### src/rtl/mycpu_pkg.sv
// Shared LA32R pipeline definitions: bus widths, ALU op encoding, opcode fields
// and the inter-stage payload structs.
package mycpu_pkg;

  localparam int unsigned STAGE_1_TO_2_W = 64;
  localparam int unsigned STAGE_2_TO_3_W = 148;
  localparam int unsigned EX_FWD_W       = 40;
  localparam int unsigned MEM_FWD_W      = 39;
  localparam int unsigned WB_FWD_W       = 38;

  localparam int unsigned ALU_OP_W = 12;
  localparam int unsigned ALU_ADD  = 0;
  localparam int unsigned ALU_SUB  = 1;
  localparam int unsigned ALU_SLT  = 2;
  localparam int unsigned ALU_SLTU = 3;
  localparam int unsigned ALU_AND  = 4;
  localparam int unsigned ALU_NOR  = 5;
  localparam int unsigned ALU_OR   = 6;
  localparam int unsigned ALU_XOR  = 7;
  localparam int unsigned ALU_SLL  = 8;
  localparam int unsigned ALU_SRL  = 9;
  localparam int unsigned ALU_SRA  = 10;
  localparam int unsigned ALU_LUI  = 11;

  // inst[31:15]
  localparam logic [16:0] OP17_ADD_W  = 17'h00020;
  localparam logic [16:0] OP17_SUB_W  = 17'h00022;
  localparam logic [16:0] OP17_SLT    = 17'h00024;
  localparam logic [16:0] OP17_SLTU   = 17'h00025;
  localparam logic [16:0] OP17_NOR    = 17'h00028;
  localparam logic [16:0] OP17_AND    = 17'h00029;
  localparam logic [16:0] OP17_OR     = 17'h0002a;
  localparam logic [16:0] OP17_XOR    = 17'h0002b;
  localparam logic [16:0] OP17_SLLI_W = 17'h00081;
  localparam logic [16:0] OP17_SRLI_W = 17'h00089;
  localparam logic [16:0] OP17_SRAI_W = 17'h00091;
  // inst[31:22]
  localparam logic [9:0]  OP10_ADDI_W = 10'h00a;
  localparam logic [9:0]  OP10_LD_W   = 10'h0a2;
  localparam logic [9:0]  OP10_ST_W   = 10'h0a6;
  // inst[31:25]
  localparam logic [6:0]  OP7_LU12I_W = 7'h0a;
  // inst[31:26]
  localparam logic [5:0]  OP6_JIRL    = 6'h13;
  localparam logic [5:0]  OP6_B       = 6'h14;
  localparam logic [5:0]  OP6_BL      = 6'h15;
  localparam logic [5:0]  OP6_BEQ     = 6'h16;
  localparam logic [5:0]  OP6_BNE     = 6'h17;

  typedef enum logic [2:0] {SRC2_REG, SRC2_SI12, SRC2_UI5, SRC2_SI20, SRC2_FOUR} src2_sel_e;
  typedef enum logic [2:0] {BR_NONE, BR_PC26, BR_EQ, BR_NE, BR_JIRL} br_kind_e;

  typedef struct packed {
    logic        valid;
    logic        rf_we;
    logic        is_load;
    logic [4:0]  dest;
    logic [31:0] result;
  } ex_fwd_t;

  typedef struct packed {
    logic        valid;
    logic        rf_we;
    logic [4:0]  dest;
    logic [31:0] value;
  } mem_fwd_t;

  typedef struct packed {
    logic        rf_we;
    logic [4:0]  waddr;
    logic [31:0] wdata;
  } wb_fwd_t;

  typedef struct packed {
    logic [ALU_OP_W-1:0] alu_op;
    logic                load;
    logic                store;
    logic                rf_we;
    logic [4:0]          dest;
    logic [31:0]         src1;
    logic [31:0]         src2;
    logic [31:0]         rkd_value;
    logic [31:0]         pc;
  } id_bundle_t;

  // Operand selection with EX > MEM > WB > register-file priority; r0 is hardwired.
  function automatic logic [31:0] fwd_operand(input logic [4:0] src, input ex_fwd_t ex,
                                              input mem_fwd_t mem, input wb_fwd_t wb,
                                              input logic [31:0] rf_value);
    logic [31:0] operand;
    operand = rf_value;
    if (src == 5'd0) operand = '0;
    else if (ex.valid && ex.rf_we && ex.dest == src) operand = ex.result;
    else if (mem.valid && mem.rf_we && mem.dest == src) operand = mem.value;
    else if (wb.rf_we && wb.waddr == src) operand = wb.wdata;
    return operand;
  endfunction

endpackage

### src/rtl/stage_2_id_regfile.sv
// 32x32 register file, two read ports and one write port; a read of the register
// being written in the same cycle returns the incoming data.
module regfile (
  input  logic        clk,
  input  logic [4:0]  raddr1,
  output logic [31:0] rdata1,
  input  logic [4:0]  raddr2,
  output logic [31:0] rdata2,
  input  logic        we,
  input  logic [4:0]  waddr,
  input  logic [31:0] wdata
);

  logic [31:0] regs [32];

  always_ff @(posedge clk) begin
    if (we && waddr != 5'd0) regs[waddr] <= wdata;
  end

  always_comb begin
    rdata1 = regs[raddr1];
    rdata2 = regs[raddr2];
    if (we && waddr == raddr1) rdata1 = wdata;
    if (we && waddr == raddr2) rdata2 = wdata;
    if (raddr1 == 5'd0) rdata1 = '0;
    if (raddr2 == 5'd0) rdata2 = '0;
  end

endmodule

### src/rtl/stage_2_id.sv
// LA32R instruction-decode stage: bundle latch, register read with forwarding,
// load-use stall, branch resolution and the valid/allow handshake to EX.
module stage_2_id
  import mycpu_pkg::*;
#(
  parameter logic [31:0] RESET_PC = 32'h1c000000
) (
  input  logic                      clk,
  input  logic                      reset,
  input  logic                      valid_1,
  input  logic [STAGE_1_TO_2_W-1:0] stage_1_to_2,
  output logic                      allow_2,
  output logic                      br_taken,
  output logic [31:0]               br_target,
  output logic                      valid_2,
  input  logic                      allow_3,
  output logic [STAGE_2_TO_3_W-1:0] stage_2_to_3,
  input  logic [EX_FWD_W-1:0]       ex_fwd,
  input  logic [MEM_FWD_W-1:0]      mem_fwd,
  input  logic [WB_FWD_W-1:0]       wb_fwd
);

  ex_fwd_t    ex;
  mem_fwd_t   mem;
  wb_fwd_t    wb;
  id_bundle_t bundle;

  logic        valid_r;
  logic [31:0] inst_r;
  logic [31:0] pc_r;

  logic [4:0]  rd, rj, rk, r2_addr;
  logic [31:0] rf_rdata1, rf_rdata2, rj_val, r2_val;
  logic [ALU_OP_W-1:0] alu_op;
  logic        is_load, is_store, rf_we, use_rj, use_r2, r2_is_rd, link, r3, sh;
  logic [4:0]  dest;
  src2_sel_e   src2_sel;
  br_kind_e    br_kind;
  logic        load_use, ready_go, br_cond;
  logic [31:0] off16, off26, src1, src2;

  assign ex  = ex_fwd;
  assign mem = mem_fwd;
  assign wb  = wb_fwd;

  assign rd = inst_r[4:0];
  assign rj = inst_r[9:5];
  assign rk = inst_r[14:10];

  // Bundle register; a bundle arriving while a branch redirects is wrong-path.
  always_ff @(posedge clk) begin
    if (reset) begin
      valid_r <= 1'b0;
      inst_r  <= '0;
      pc_r    <= RESET_PC;
    end else if (valid_1 && allow_2) begin
      valid_r <= ~br_taken;
      inst_r  <= stage_1_to_2[63:32];
      pc_r    <= stage_1_to_2[31:0];
    end else if (allow_3 && ready_go) begin
      valid_r <= 1'b0;
    end
  end

  always_comb begin
    alu_op   = '0;
    is_load  = 1'b0;
    is_store = 1'b0;
    rf_we    = 1'b0;
    dest     = '0;
    use_rj   = 1'b0;
    use_r2   = 1'b0;
    r2_is_rd = 1'b0;
    link     = 1'b0;
    r3       = 1'b0;
    sh       = 1'b0;
    src2_sel = SRC2_REG;
    br_kind  = BR_NONE;

    case (inst_r[31:15])
      OP17_ADD_W:  begin alu_op[ALU_ADD]  = 1'b1; r3 = 1'b1; end
      OP17_SUB_W:  begin alu_op[ALU_SUB]  = 1'b1; r3 = 1'b1; end
      OP17_SLT:    begin alu_op[ALU_SLT]  = 1'b1; r3 = 1'b1; end
      OP17_SLTU:   begin alu_op[ALU_SLTU] = 1'b1; r3 = 1'b1; end
      OP17_NOR:    begin alu_op[ALU_NOR]  = 1'b1; r3 = 1'b1; end
      OP17_AND:    begin alu_op[ALU_AND]  = 1'b1; r3 = 1'b1; end
      OP17_OR:     begin alu_op[ALU_OR]   = 1'b1; r3 = 1'b1; end
      OP17_XOR:    begin alu_op[ALU_XOR]  = 1'b1; r3 = 1'b1; end
      OP17_SLLI_W: begin alu_op[ALU_SLL]  = 1'b1; sh = 1'b1; end
      OP17_SRLI_W: begin alu_op[ALU_SRL]  = 1'b1; sh = 1'b1; end
      OP17_SRAI_W: begin alu_op[ALU_SRA]  = 1'b1; sh = 1'b1; end
      default: ;
    endcase
    if (r3) begin
      rf_we = 1'b1; dest = rd; use_rj = 1'b1; use_r2 = 1'b1;
    end
    if (sh) begin
      rf_we = 1'b1; dest = rd; use_rj = 1'b1; src2_sel = SRC2_UI5;
    end

    case (inst_r[31:22])
      OP10_ADDI_W: begin
        alu_op[ALU_ADD] = 1'b1; rf_we = 1'b1; dest = rd; use_rj = 1'b1; src2_sel = SRC2_SI12;
      end
      OP10_LD_W: begin
        alu_op[ALU_ADD] = 1'b1; rf_we = 1'b1; dest = rd; use_rj = 1'b1; src2_sel = SRC2_SI12;
        is_load = 1'b1;
      end
      OP10_ST_W: begin
        alu_op[ALU_ADD] = 1'b1; use_rj = 1'b1; use_r2 = 1'b1; r2_is_rd = 1'b1;
        src2_sel = SRC2_SI12; is_store = 1'b1;
      end
      default: ;
    endcase

    if (inst_r[31:25] == OP7_LU12I_W) begin
      alu_op[ALU_LUI] = 1'b1; rf_we = 1'b1; dest = rd; src2_sel = SRC2_SI20;
    end

    // Link instructions compute pc + 4 in the ALU.
    case (inst_r[31:26])
      OP6_JIRL: begin
        alu_op[ALU_ADD] = 1'b1; rf_we = 1'b1; dest = rd; link = 1'b1; use_rj = 1'b1;
        src2_sel = SRC2_FOUR; br_kind = BR_JIRL;
      end
      OP6_B: br_kind = BR_PC26;
      OP6_BL: begin
        alu_op[ALU_ADD] = 1'b1; rf_we = 1'b1; dest = 5'd1; link = 1'b1;
        src2_sel = SRC2_FOUR; br_kind = BR_PC26;
      end
      OP6_BEQ: begin
        use_rj = 1'b1; use_r2 = 1'b1; r2_is_rd = 1'b1; br_kind = BR_EQ;
      end
      OP6_BNE: begin
        use_rj = 1'b1; use_r2 = 1'b1; r2_is_rd = 1'b1; br_kind = BR_NE;
      end
      default: ;
    endcase
  end

  assign r2_addr = r2_is_rd ? rd : rk;

  regfile u_regfile (
    .clk    (clk),
    .raddr1 (rj),
    .rdata1 (rf_rdata1),
    .raddr2 (r2_addr),
    .rdata2 (rf_rdata2),
    .we     (wb.rf_we),
    .waddr  (wb.waddr),
    .wdata  (wb.wdata)
  );

  assign rj_val = fwd_operand(rj, ex, mem, wb, rf_rdata1);
  assign r2_val = fwd_operand(r2_addr, ex, mem, wb, rf_rdata2);

  // A load still in EX cannot forward; stall only on sources actually read.
  assign load_use = valid_r && ex.valid && ex.rf_we && ex.is_load &&
                    ((use_rj && rj != 5'd0 && ex.dest == rj) ||
                     (use_r2 && r2_addr != 5'd0 && ex.dest == r2_addr));
  assign ready_go = ~load_use;
  assign allow_2  = ~valid_r | (ready_go & allow_3);
  assign valid_2  = valid_r & ready_go;

  assign off16 = {{14{inst_r[25]}}, inst_r[25:10], 2'b00};
  assign off26 = {{4{inst_r[9]}}, inst_r[9:0], inst_r[25:10], 2'b00};

  always_comb begin
    br_cond = 1'b0;
    case (br_kind)
      BR_PC26, BR_JIRL: br_cond = 1'b1;
      BR_EQ:            br_cond = (rj_val == r2_val);
      BR_NE:            br_cond = (rj_val != r2_val);
      default:          br_cond = 1'b0;
    endcase
  end

  assign br_taken  = valid_r & ready_go & br_cond;
  assign br_target = ((br_kind == BR_JIRL) ? rj_val : pc_r) +
                     ((br_kind == BR_PC26) ? off26 : off16);

  assign src1 = link ? pc_r : (use_rj ? rj_val : 32'd0);

  always_comb begin
    src2 = r2_val;
    case (src2_sel)
      SRC2_SI12: src2 = {{20{inst_r[21]}}, inst_r[21:10]};
      SRC2_UI5:  src2 = {27'd0, inst_r[14:10]};
      SRC2_SI20: src2 = {inst_r[24:5], 12'd0};
      SRC2_FOUR: src2 = 32'd4;
      default:   src2 = r2_val;
    endcase
  end

  always_comb begin
    bundle.alu_op    = alu_op;
    bundle.load      = is_load;
    bundle.store     = is_store;
    bundle.rf_we     = rf_we;
    bundle.dest      = dest;
    bundle.src1      = src1;
    bundle.src2      = src2;
    bundle.rkd_value = use_r2 ? r2_val : 32'd0;
    bundle.pc        = pc_r;
  end

  assign stage_2_to_3 = bundle;

endmodule

### config.mk
export PLATFORM = sky130hd
export DESIGN_NAME = stage_2_id
export DESIGN_NICKNAME = d
export VERILOG_FILES = /design/src/rtl/mycpu_pkg.sv /design/src/rtl/stage_2_id_regfile.sv /design/src/rtl/stage_2_id.sv
export SDC_FILE = /design/constraint.sdc
export NUM_CORES = 2
export LEC_CHECK = 0
export CELL_PAD_IN_SITES_DETAIL_PLACEMENT = 1
export CELL_PAD_IN_SITES_GLOBAL_PLACEMENT = 1
export CORE_ASPECT_RATIO = 0.5
export CORE_MARGIN = 10
export CORE_UTILIZATION = 31
export DETAILED_ROUTE_END_ITERATION = 6
export GPL_TIMING_DRIVEN = 0
export PLACE_DENSITY = 0.58
export SYNTH_ARGS = -nofsm -noshare
export SYNTH_HDL_FRONTEND = slang
export SYNTH_SLANG_ARGS = --single-unit
### constraint.sdc
create_clock -name clk -period 10.6 [get_ports clk]
set_clock_uncertainty 0.2 [all_clocks]
set_input_delay 2.12 -clock clk [delete_from_list [all_inputs] [get_ports clk]]
set_output_delay 2.12 -clock clk [all_outputs]
set_load 0.03 [all_outputs]
==> flow_summary_export.csv <==
group,metric,value,unit
outcome,status,"complete, but fails checks",
outcome,violations,"capacitance limit, slew limit, setup timing",
place,post-dp-hpwl,252800,um
grt,grt_pass1_wl,442400,um
power_and_ir_drop,p_leak,24.33,nW
sta,fin_crit,10.82,ns
die,initial_utilization,31.27,%
synth,synth_cell_types,88,
routing,post-route-drc-count,0,
routing,vias,50470,
synth,synth-edff-count,1024,
die,core-area,183700,sq um
routing,routed_wirelength,337400,um
power_and_ir_drop,p_seq_share,43.7,%
critical_path,critPathLaunchType,"register",
sta,setup_tns,-0.2162,ns
critical_path,crit_slowest_cell,"clkdlybuf4s50_1",
clock_network,cts-root-buf,"clkbuf_16",
clock_network,cts_sinks,1094,
power_and_ir_drop,p_sw,3.468,mW
sta,period_share,102.0,%
die,die_w,628.8,um
synth,synth_cells,4463,
critical_path,cp.required,8.28,ns
hold_path,min_from,"pc_r[2]$_SDFFE_PP0P_",
critical_path,worstSetupEndpointType,"output pin",
critical_path,cpMostUsedCell,"buf_4",
synth,yosys_warnings,0,
routing,met1Wirelength,127800,um
clock_network,cts_tree,"built",
cells_and_area,drive_gt1_share,20.78,%
sta,slew_violations,11,
critical_path,arrival,8.50,ns
power_and_ir_drop,p_int,7.641,mW
sta,clock.fmax,92.45,MHz
grt,track_usage,31.33,%
die,die_y,324.4,um
cells_and_area,nFillCells,19240,
place,port_buffers,364,
critical_path,cp-startpoint,"inst_r[23]$_SDFFE_PP0P_",
synth,synthArstFlopShare,0,%
run,max_cap_violations,2,
synth,synth.avg_cell_area,12.87,sq um
power_and_ir_drop,p_sw_share,31.22,%
synth,synth.most_common_cell,"edfxtp_1",
routing,top_layer_used,"met5",
clock_network,clkTransAtPathRegs,0.07,ns
clock_network,insertion_delay,0.81,ns
cells_and_area,fin_nets,5387,
sta,relSlewSlack,-6.116,%
grt,grt_overflow,0,
synth,yosysTopAreaCell,"edfxtp_1",
critical_path,cp_max_fo,10,
hold_path,hold_class,"reg2reg",
synth,seq_area_frac_synth,55.96,%
grt,grt_max_degree,37,
routing,postRouteAntennaNets,0,
cells_and_area,area_growth,24.79,%
sta,finalHoldViolations,0,
routing,drt_iter0_markers,8472,
grt,antenna_found_initial,49,
synth,netlist_area,57460,sq um
sta,worstMarginPinSlew,1.592,ns
power_and_ir_drop,p_per_area,154.9,nW/um^2
critical_path,reg2reg_from,"inst_r[23]$_SDFFE_PP0P_",
die,dieArea,204000,sq um
grt,grt_pass1_vias,48870,
power_and_ir_drop,clockPowerShare,36.0,%
sta,setup-violations-final,1,
clock_network,cts-buffers-inserted,109,
die,rows,111,
place,gp_congestion,0.9889,
clock_network,h-tree-depth,3,
routing,vias_per_cell,6.507,
cells_and_area,multiInputGateArea,24450,sq um
sta,holdWs,0.3058,ns
critical_path,critPathMaxStageDelay,0.84,ns
synth,synth_commonest_cells,"edfxtp_1, nand2_1, mux2i_1, mux4_2, nand3_1",
synth,synth_top_area_share,53.52,%
critical_path,crit_type,"reg2out",
clock_network,clockBufferDepth,3,
critical_path,cp.buffers_inverters,9,
synth,synthTopCellsByArea,"edfxtp_1, mux4_2, mux2i_1",
synth,dominantRegCellSynth,"edfxtp_1",
power_and_ir_drop,combPwrFrac,20.3,%
routing,wl_met3,45090,um
cells_and_area,fin_util,39.02,%
critical_path,path_cells,"nor4b_4 > buf_4 > and4_1 > buf_4 > o211a_1 > buf_6 > buf_2 > buf_2 > buf_2 > buf_4 > buf_4 > mux2i_1 > o22ai_1 > o22a_2 > nand3_1 > o221ai_1 > a211oi_1 > nand4_1 > nor4_4 > nand3_1 > a31oi_1 > clkdlybuf4s50_1",
routing,detail_route.wl_per_cell,43.50,um
die,io_pins,368,
power_and_ir_drop,ir_drop,136.5,uV
critical_path,cp_top_family,"buffers and inverters",
sta,rsz0062_at_grt,"yes",
cells_and_area,seq_area,32150,sq um
routing,met2_length,143800,um
synth,synth-seq-cells,1094,
sta,worst_slack,-0.2162,ns
routing,drt_pass1_iterations,6,
placed cells by master (no fill, tap or decap), types with 33 or more instances in the layout:
cell                n
a21oi_1           181
a22oi_1            33
and3_1             51
buf_12             48
buf_2              98
buf_4             166
buf_6              52
clkbuf_1          106
clkbuf_16         112
clkbuf_2           36
clkdlybuf4s50_1   323
dfxtp_1            68
edfxtp_1         1024
mux2i_1           414
mux4_2            302
nand2_1           742
nand3_1           231
nor2_1            110
nor3_1             60
o2111ai_1          36
o211ai_1           54
o21ai_0           121
o22ai_1            43
or3_1              35
xnor2_1            48
state kept, by name, indices dropped and copies added (netlist names), named ones only:
register and cells:
inst_r 32, pc_r 32, u_regfile.regs 1024, valid_r 1
power by group through the flow:
stage / Combinational (mW) / Sequential (mW) / Clock, mW
floorplan: 0.969 / 4.93 / 0
global placement: 2.02 / 4.95 / 0
detailed placement: 2.06 / 4.95 / 0
CTS: 2.14 / 4.86 / 4.00
global route: 2.26 / 4.86 / 4.17
finish: 2.25 / 4.86 / 4.00
path summary, 6_finish.rpt:
path | cells past startpoint | slack (ns) | endpoint
worst max-delay path | 22 | -0.22 | br_taken
worst min-delay path | 2 | 0.31 | pc_r[2]$_SDFFE_PP0P_
worst max register to register | 22 | 3.29 | valid_r$_SDFFE_PP0P_
worst min register to register | 2 | 0.31 | pc_r[2]$_SDFFE_PP0P_
cells by family after synthesis:
family                   Yosys count  share of synthesized area (%)
AO/OA/AOI/OAI                    733                          8.536
buffers and inverters            377                          2.975
adder cells (fa/ha/maj)           30                         0.6664
multiplexers                     752                          19.74
AND/OR/NAND/NOR                 1417                          11.22
flip-flops                      1094                          55.96
XOR/XNOR                          59                         0.8994
other                              1                       0.006527
routing by layer:
| layer | up-vias | global-route usage [%] |
|---|---|---|
| li1 | 18840 | - |
| met1 | 26650 | 40.77 |
| met2 | 4020 | 46.50 |
| met3 | 935 | 10.53 |
| met4 | 30 | 15.63 |
| met5 | - | 0 |
through the flow:
| step | worst slack (ns) | power, mW | area, sq um | instances |
|---|---|---|---|---|
| floorplan | 0.3239 | 5.901 | 57570 | 4494 |
| global placement | -5.733 | 6.964 | 64330 | 7344 |
| detailed placement | -3.962 | 7.012 | 66510 | 7492 |
| CTS | 0.001590 | 11.00 | 71400 | 7725 |
| global route | -0.07813 | 11.29 | 71680 | 7747 |
| finish | -0.2162 | 11.11 | 71700 | 7757 |
area by class of cell:
class                      count  share of cell area [%]
sequential                  1094                   44.84
multi-input combinational   3023                   34.10
timing repair buffer         573                   8.238
tap                         2486                   4.338
clock buffer                 124                   3.883
buffer                       341                   3.396
clock inverter                70                  0.9912
inverter                      30                  0.1588
antenna                       16                 0.05584
worst reg2reg max path, cell delays in order, from the launching register on:
cell,delay (ns)
dfxtp_1,0.64
nor4b_4,0.30
buf_4,0.18
and4_1,0.22
buf_4,0.19
o211a_1,0.19
buf_6,0.19
buf_2,0.32
buf_2,0.43
buf_2,0.53
buf_4,0.45
buf_4,0.40
mux2i_1,0.43
o22ai_1,0.14
o22a_2,0.37
nand3_1,0.16
o221ai_1,0.11
a211oi_1,0.56
nand4_1,0.25
nor4_4,0.39
a21o_1,0.20
nand3_1,0.08
a311oi_1,0.27
what timing repair did:
action | CTS | global route
pin swaps | 29 | 14
buffers inserted | 43 | 18
hold buffers | 0 | 0
resized for setup | 389 | 61
gates cloned | 0 | 0
setup endpoints to repair | 90 | 14
Note: power is estimated with default switching activity, not from simulation.
